==> config.mk <==
export PLATFORM = sky130hd
export DESIGN_NAME = ft_tx_sched
export DESIGN_NICKNAME = d
export VERILOG_FILES = /design/src/rtl/ft_tx_sched.sv
export SDC_FILE = /design/constraint.sdc
export NUM_CORES = 1
export LEC_CHECK = 0
export CORE_AREA = 8 8 78 66
export CTS_CLUSTER_DIAMETER = 30
export CTS_CLUSTER_SIZE = 8
export DETAILED_ROUTE_END_ITERATION = 8
export DIE_AREA = 0 0 86 74
export PLACE_DENSITY = 0.72
export SETUP_SLACK_MARGIN = 0.4
export SYNTH_ARGS = -nofsm -noshare
export SYNTH_HDL_FRONTEND = slang
export SYNTH_SLANG_ARGS = --single-unit
==> constraint.sdc <==
create_clock -name clk_i -period 3.9 [get_ports clk_i]
set_input_delay 0.39 -clock clk_i [delete_from_list [all_inputs] [get_ports clk_i]]
set_output_delay 0.39 -clock clk_i [all_outputs]
set_load 0.01 [all_outputs]
==> src/rtl/ft_tx_sched.sv <==
// ft_tx_sched: arbitrates the FTDI transmit path between the IQ sample FIFO
// and the CPU packet queue. One grant at a time, a one-cycle start pulse per
// burst and a mandatory idle (GAP) cycle between bursts.
// The CPU is favoured but limited to CPU_BURST_MAX consecutive grants while
// the IQ FIFO is also requesting.
// Optional feature: define SCHED_WATCHDOG_EN to abort bursts whose done_i
// pulse does not arrive within TIMEOUT_CYC BUSY cycles.
module ft_tx_sched #(
  parameter int unsigned FIFO_WORDS_PER_TRANS = 1024,
  parameter int unsigned CPU_BURST_MAX        = 4,
  parameter int unsigned TIMEOUT_CYC          = 4096
) (
  input  logic        clk_i,
  input  logic        reset_n,
  input  logic        enable_i,
  input  logic        fifo_enough_i,
  input  logic [7:0]  fifoout_wc_i,
  input  logic        done_i,
  output logic        grant_fifo_o,
  output logic        grant_cpu_o,
  output logic        start_o,
  output logic [10:0] burst_len_o,
  output logic        abort_o
);

  typedef enum logic [1:0] {IDLE, START, BUSY, GAP} state_t;

  localparam int unsigned STREAK_W = (CPU_BURST_MAX < 1) ? 1 : $clog2(CPU_BURST_MAX + 1);
  localparam logic [STREAK_W-1:0] STREAK_MAX = STREAK_W'(CPU_BURST_MAX);
  localparam logic [10:0] FIFO_LEN = 11'(FIFO_WORDS_PER_TRANS);

  state_t              state_q, state_d;
  logic                sel_cpu_q, sel_cpu_d;
  logic [10:0]         burst_len_q, burst_len_d;
  logic [7:0]          cpu_done_q, cpu_done_d;
  logic [STREAK_W-1:0] streak_q, streak_d;

  logic [7:0]          cpu_pending;
  logic                cpu_req;
  logic                pick_cpu;

`ifdef SCHED_WATCHDOG_EN
  localparam int unsigned WD_W = (TIMEOUT_CYC < 2) ? 1 : $clog2(TIMEOUT_CYC + 1);
  localparam logic [WD_W-1:0] WD_LAST = WD_W'(TIMEOUT_CYC - 1);

  logic [WD_W-1:0]     wd_q, wd_d;
  logic                abort_q, abort_d;
`endif

  // Outstanding CPU words are the write-count distance, modulo 256.
  always_comb begin
    cpu_pending = fifoout_wc_i - cpu_done_q;
    cpu_req     = |cpu_pending;
    pick_cpu    = cpu_req && (!fifo_enough_i || (streak_q < STREAK_MAX));
  end

  // Next-state, grant selection and burst bookkeeping.
  always_comb begin
    state_d     = state_q;
    sel_cpu_d   = sel_cpu_q;
    burst_len_d = burst_len_q;
    cpu_done_d  = cpu_done_q;
    streak_d    = streak_q;
`ifdef SCHED_WATCHDOG_EN
    wd_d        = wd_q;
    abort_d     = 1'b0;
`endif
    case (state_q)
      IDLE: begin
        if (enable_i && (cpu_req || fifo_enough_i)) begin
          state_d = START;
          if (pick_cpu) begin
            sel_cpu_d   = 1'b1;
            burst_len_d = {3'b000, cpu_pending};
            cpu_done_d  = fifoout_wc_i;
            if (fifo_enough_i && (streak_q < STREAK_MAX)) begin
              streak_d = streak_q + 1'b1;
            end
          end else begin
            sel_cpu_d   = 1'b0;
            burst_len_d = FIFO_LEN;
            streak_d    = '0;
          end
        end
      end
      START: begin
        state_d = BUSY;
`ifdef SCHED_WATCHDOG_EN
        wd_d    = '0;
`endif
      end
      BUSY: begin
        if (done_i) begin
          state_d = GAP;
`ifdef SCHED_WATCHDOG_EN
        end else if (wd_q == WD_LAST) begin
          state_d = GAP;
          abort_d = 1'b1;
        end else begin
          wd_d = wd_q + 1'b1;
`endif
        end
      end
      GAP: begin
        state_d = IDLE;
      end
      default: begin
        state_d = IDLE;
      end
    endcase
  end

  // State and bookkeeping registers.
  always_ff @(posedge clk_i or negedge reset_n) begin
    if (!reset_n) begin
      state_q     <= IDLE;
      sel_cpu_q   <= 1'b0;
      burst_len_q <= '0;
      cpu_done_q  <= '0;
      streak_q    <= '0;
    end else begin
      state_q     <= state_d;
      sel_cpu_q   <= sel_cpu_d;
      burst_len_q <= burst_len_d;
      cpu_done_q  <= cpu_done_d;
      streak_q    <= streak_d;
    end
  end

`ifdef SCHED_WATCHDOG_EN
  // Watchdog counter and registered abort pulse (visible in the GAP cycle).
  always_ff @(posedge clk_i or negedge reset_n) begin
    if (!reset_n) begin
      wd_q    <= '0;
      abort_q <= 1'b0;
    end else begin
      wd_q    <= wd_d;
      abort_q <= abort_d;
    end
  end

  assign abort_o = abort_q;
`else
  assign abort_o = 1'b0;
`endif

  // Grants decode from state so reset removes them without waiting for a clock.
  always_comb begin
    grant_cpu_o  = ((state_q == START) || (state_q == BUSY)) && sel_cpu_q;
    grant_fifo_o = ((state_q == START) || (state_q == BUSY)) && !sel_cpu_q;
    start_o      = (state_q == START);
    burst_len_o  = burst_len_q;
  end

endmodule

==> impl_results.md <==
* Outcome: complete, no violations
* Setup bufs post-CTS at 0
* Sequential cell area fraction in the yosys report at 0.387
* HPWL Detailed at 2390 um
* Number of max-slew violations in the final report at 0
* Global-route wire length before repair at 5460 um
* Setup violators final at 0
* Cell area after synthesis at 1490 um2
* RSZ-0062 raised after global routing: no
* Number of storage elements in the synthesis netlist at 23
* Gr usage total at 0.107
* Total number of clock tree sinks at 23
* Critical-path cell with the highest stage delay: sky130_fd_sc_hd__clkdlybuf4s50_1
* TritonCTS Buffers at 3
* Post-cts hold buffer count at 0
* Gate family responsible for the most delay along the worst path: compound AO/OA/AOI/OAI gates
* Static leakage at 0.000820 uW
* Post-synth ARST share at 1.00
* Number of gates given a new drive strength after cts at 0
* Initial detailed-routing violation count at 66
* Clock Skews at 0.00426 ns
* Startpoint types: input port
* TritonCTS clock tree: done
* Total gr overflow at 0
* Vertical extent of the die at 74 um
* Worst-Skew Late Latency at 0.27 ns
* Effective utilization at floorplan at 0.375
* Buffers plus inverters on the worst setup path at 2
* Max_cap viols at 0
* Transition time of the tightest slew-check pin at 1.03 ns
* Number of global-route vias before repair at 1186
* CP cell instances: clkdlybuf4s50_1 -> inv_1 -> ha_1 -> fa_1 -> nor2b_1 -> o21ai_0 -> a211oi_1 -> o21ai_2 -> o21ai_4 -> mux2_2
* Post-Syn Area per Cell at 10.5 um2
* Routed wire length at 3040 um
* WP data required at 4.06 ns
* Power density of the placed cells at 808 nW/um2
* Residual antenna-violating net count after detailed routing at 0
* Cell Rows at 21
* Number of flops mapped to enable cells by yosys at 0
* Largest stage delay on the critical path at 0.47 ns
* Buffers added on ports at 24
* Dominant synthesized flop cell: sky130_fd_sc_hd__dfrtp_1
* Final instance area at 1800 um2
* Layout overhead on the synthesized area at 21.2%
* Final-layout setup total negative slack at 0 ns
* Arr. time, crit path at 3.36 ns
* Fill cell instance count of the final layout at 383
* Number of antenna cells inserted at 0
* Total iterations of the first detailed-routing run at 4
* Post-layout nets at 191
* Final hold violation count at 0
* Maximum number of pins on one net before global-route repair at 24
* Capturing element type of the critical path: flip-flop
* Maximum root-to-sink buffer count at 2
* Routability Congestion at 0.817
* Share of the clock period used by the worst path at 0.821
* Worst hold-check path type: flip-flop to flip-flop
* H-Tree Level Count at 1
* Antenna violations before repair at 0
* Leading cell type in the layout, fill and taps excluded: sky130_fd_sc_hd__clkdlybuf4s50_1
* Standard cell core area at 3970 um2
* Commonest cells after routing, fill and taps aside: sky130_fd_sc_hd__clkdlybuf4s50_1, sky130_fd_sc_hd__dfrtp_1, sky130_fd_sc_hd__inv_1
* Reg clk slew, reported paths at 0.08 ns
* Post-Place Cell Area at 1760 um2
* Cell count after synthesis at 142
* WL per Instance at 13.7 um
* Total Power at 1460 uW
* Category of the most critical setup path: input port to flip-flop
* Root Buffer Master: sky130_fd_sc_hd__clkbuf_8
* Number of unique standard cell types used by synthesis at 47
* Maximum clock rate at 312 MHz
* Sequential cell area at 576 um2
* Routed vias/inst at 5.02
* Worst IR Drop VDD at 0.365 mV
* Share of cells above drive strength 1 at 0.0970
* Relative slew slack at 0.312
* Shortest period the worst path allows at 3.20 ns
* Multi-input gate area at 816 um2
* Critical Path Fanout Max at 13
* Die area at 6360 um2
* Die width at 86 um
* Synth Warn # at 0
* Total number of vias at 1115
* Ports at 28
* DRC at 0
[power by group]
| group | internal, uW | switching [uW] | total [uW] |
|---|---|---|---|
| clock network | 73.0 | 75.3 | 148 |
| registers | 357 | 76.3 | 434 |
| logic | 436 | 441 | 876 |
[logic make-up after synthesis]
kind of cell | synth area share
simple gates | 0.113
compound gates | 0.228
xor+xnor | 0.0235
buf+inv | 0.0706
mux | 0.0697
other cells | 0.00252
fa+ha+maj | 0.106
flops | 0.387
[synth_stat cells, types with 2 or more instances]
cell | count | area, um2
sky130_fd_sc_hd__buf_4 | 3 | 22.5
sky130_fd_sc_hd__mux2_2 | 3 | 33.8
sky130_fd_sc_hd__or2_2 | 2 | 12.5
sky130_fd_sc_hd__a21oi_1 | 3 | 15.0
sky130_fd_sc_hd__a211oi_1 | 2 | 15.0
sky130_fd_sc_hd__a21o_1 | 2 | 15.0
sky130_fd_sc_hd__mux2_4 | 4 | 60.1
sky130_fd_sc_hd__ha_1 | 11 | 138
sky130_fd_sc_hd__o21ai_0 | 4 | 20.0
sky130_fd_sc_hd__inv_1 | 15 | 56.3
sky130_fd_sc_hd__o311a_1 | 2 | 20.0
sky130_fd_sc_hd__o21a_1 | 2 | 15.0
sky130_fd_sc_hd__nor2b_1 | 3 | 18.8
sky130_fd_sc_hd__nor2_1 | 5 | 18.8
sky130_fd_sc_hd__dfrtp_1 | 23 | 576
sky130_fd_sc_hd__and2_1 | 2 | 12.5
sky130_fd_sc_hd__nand2b_1 | 3 | 18.8
sky130_fd_sc_hd__nor3_1 | 2 | 10.0
sky130_fd_sc_hd__nand3_1 | 4 | 20.0
sky130_fd_sc_hd__o2bb2ai_1 | 4 | 35.0
sky130_fd_sc_hd__o31ai_1 | 3 | 22.5
sky130_fd_sc_hd__a22o_1 | 4 | 35.0
sky130_fd_sc_hd__xor2_1 | 3 | 26.3
sky130_fd_sc_hd__nand2_1 | 8 | 30.0
sky130_fd_sc_hd__clkbuf_1 | 3 | 11.3
[state kept, by name (all words and copies together) (netlist names)]
signal       cells
sel_cpu_q        1
streak_q         3
burst_len_o      9
state_q          2
cpu_done_q       8
[routing by layer]
metal	share of wire	vias to the layer above	global-route usage
li1	-	556	-
met1	0.50	530	0.132
met2	0.43	24	0.172
met3	0.055	5	0.0386
met4	0.0092	0	0.0291
met5	0	-	0
[layout make-up]
cell class,count,area share
multi-input combinational,99,0.452
clock buffer,4,0.0250
sequential,23,0.319
inverter,15,0.0312
timing repair buffer,24,0.133
tap,57,0.0395
[worst paths after layout]
kind                            startpoint  slack [ns]              end  cells after the start
max                        fifoout_wc_i[0]        0.70    cpu_done_q[2]                     10
min                        burst_len_o[10]        0.49  burst_len_o[10]                      1
max reg2reg                  cpu_done_q[0]        0.95    cpu_done_q[2]                      8
min reg2reg                burst_len_o[10]        0.49  burst_len_o[10]                      1
max in group asynchronous          reset_n        2.60      streak_q[0]                      1
min in group asynchronous          reset_n        0.68      streak_q[2]                      1
[through the flow]
step	std cells	hold slack [ns]	utilization	setup slack (ns)
5_1_grt	222	0.520	0.455	0.530
3_3_place_gp	218	0.460	0.443	0.588
4_1_cts	222	0.498	0.455	0.716
6_report	222	0.491	0.455	0.696
2_1_floorplan	144	0.0944	-	1.32
3_5_place_dp	218	0.479	0.443	0.428
(Power assumes the default switching activity.)
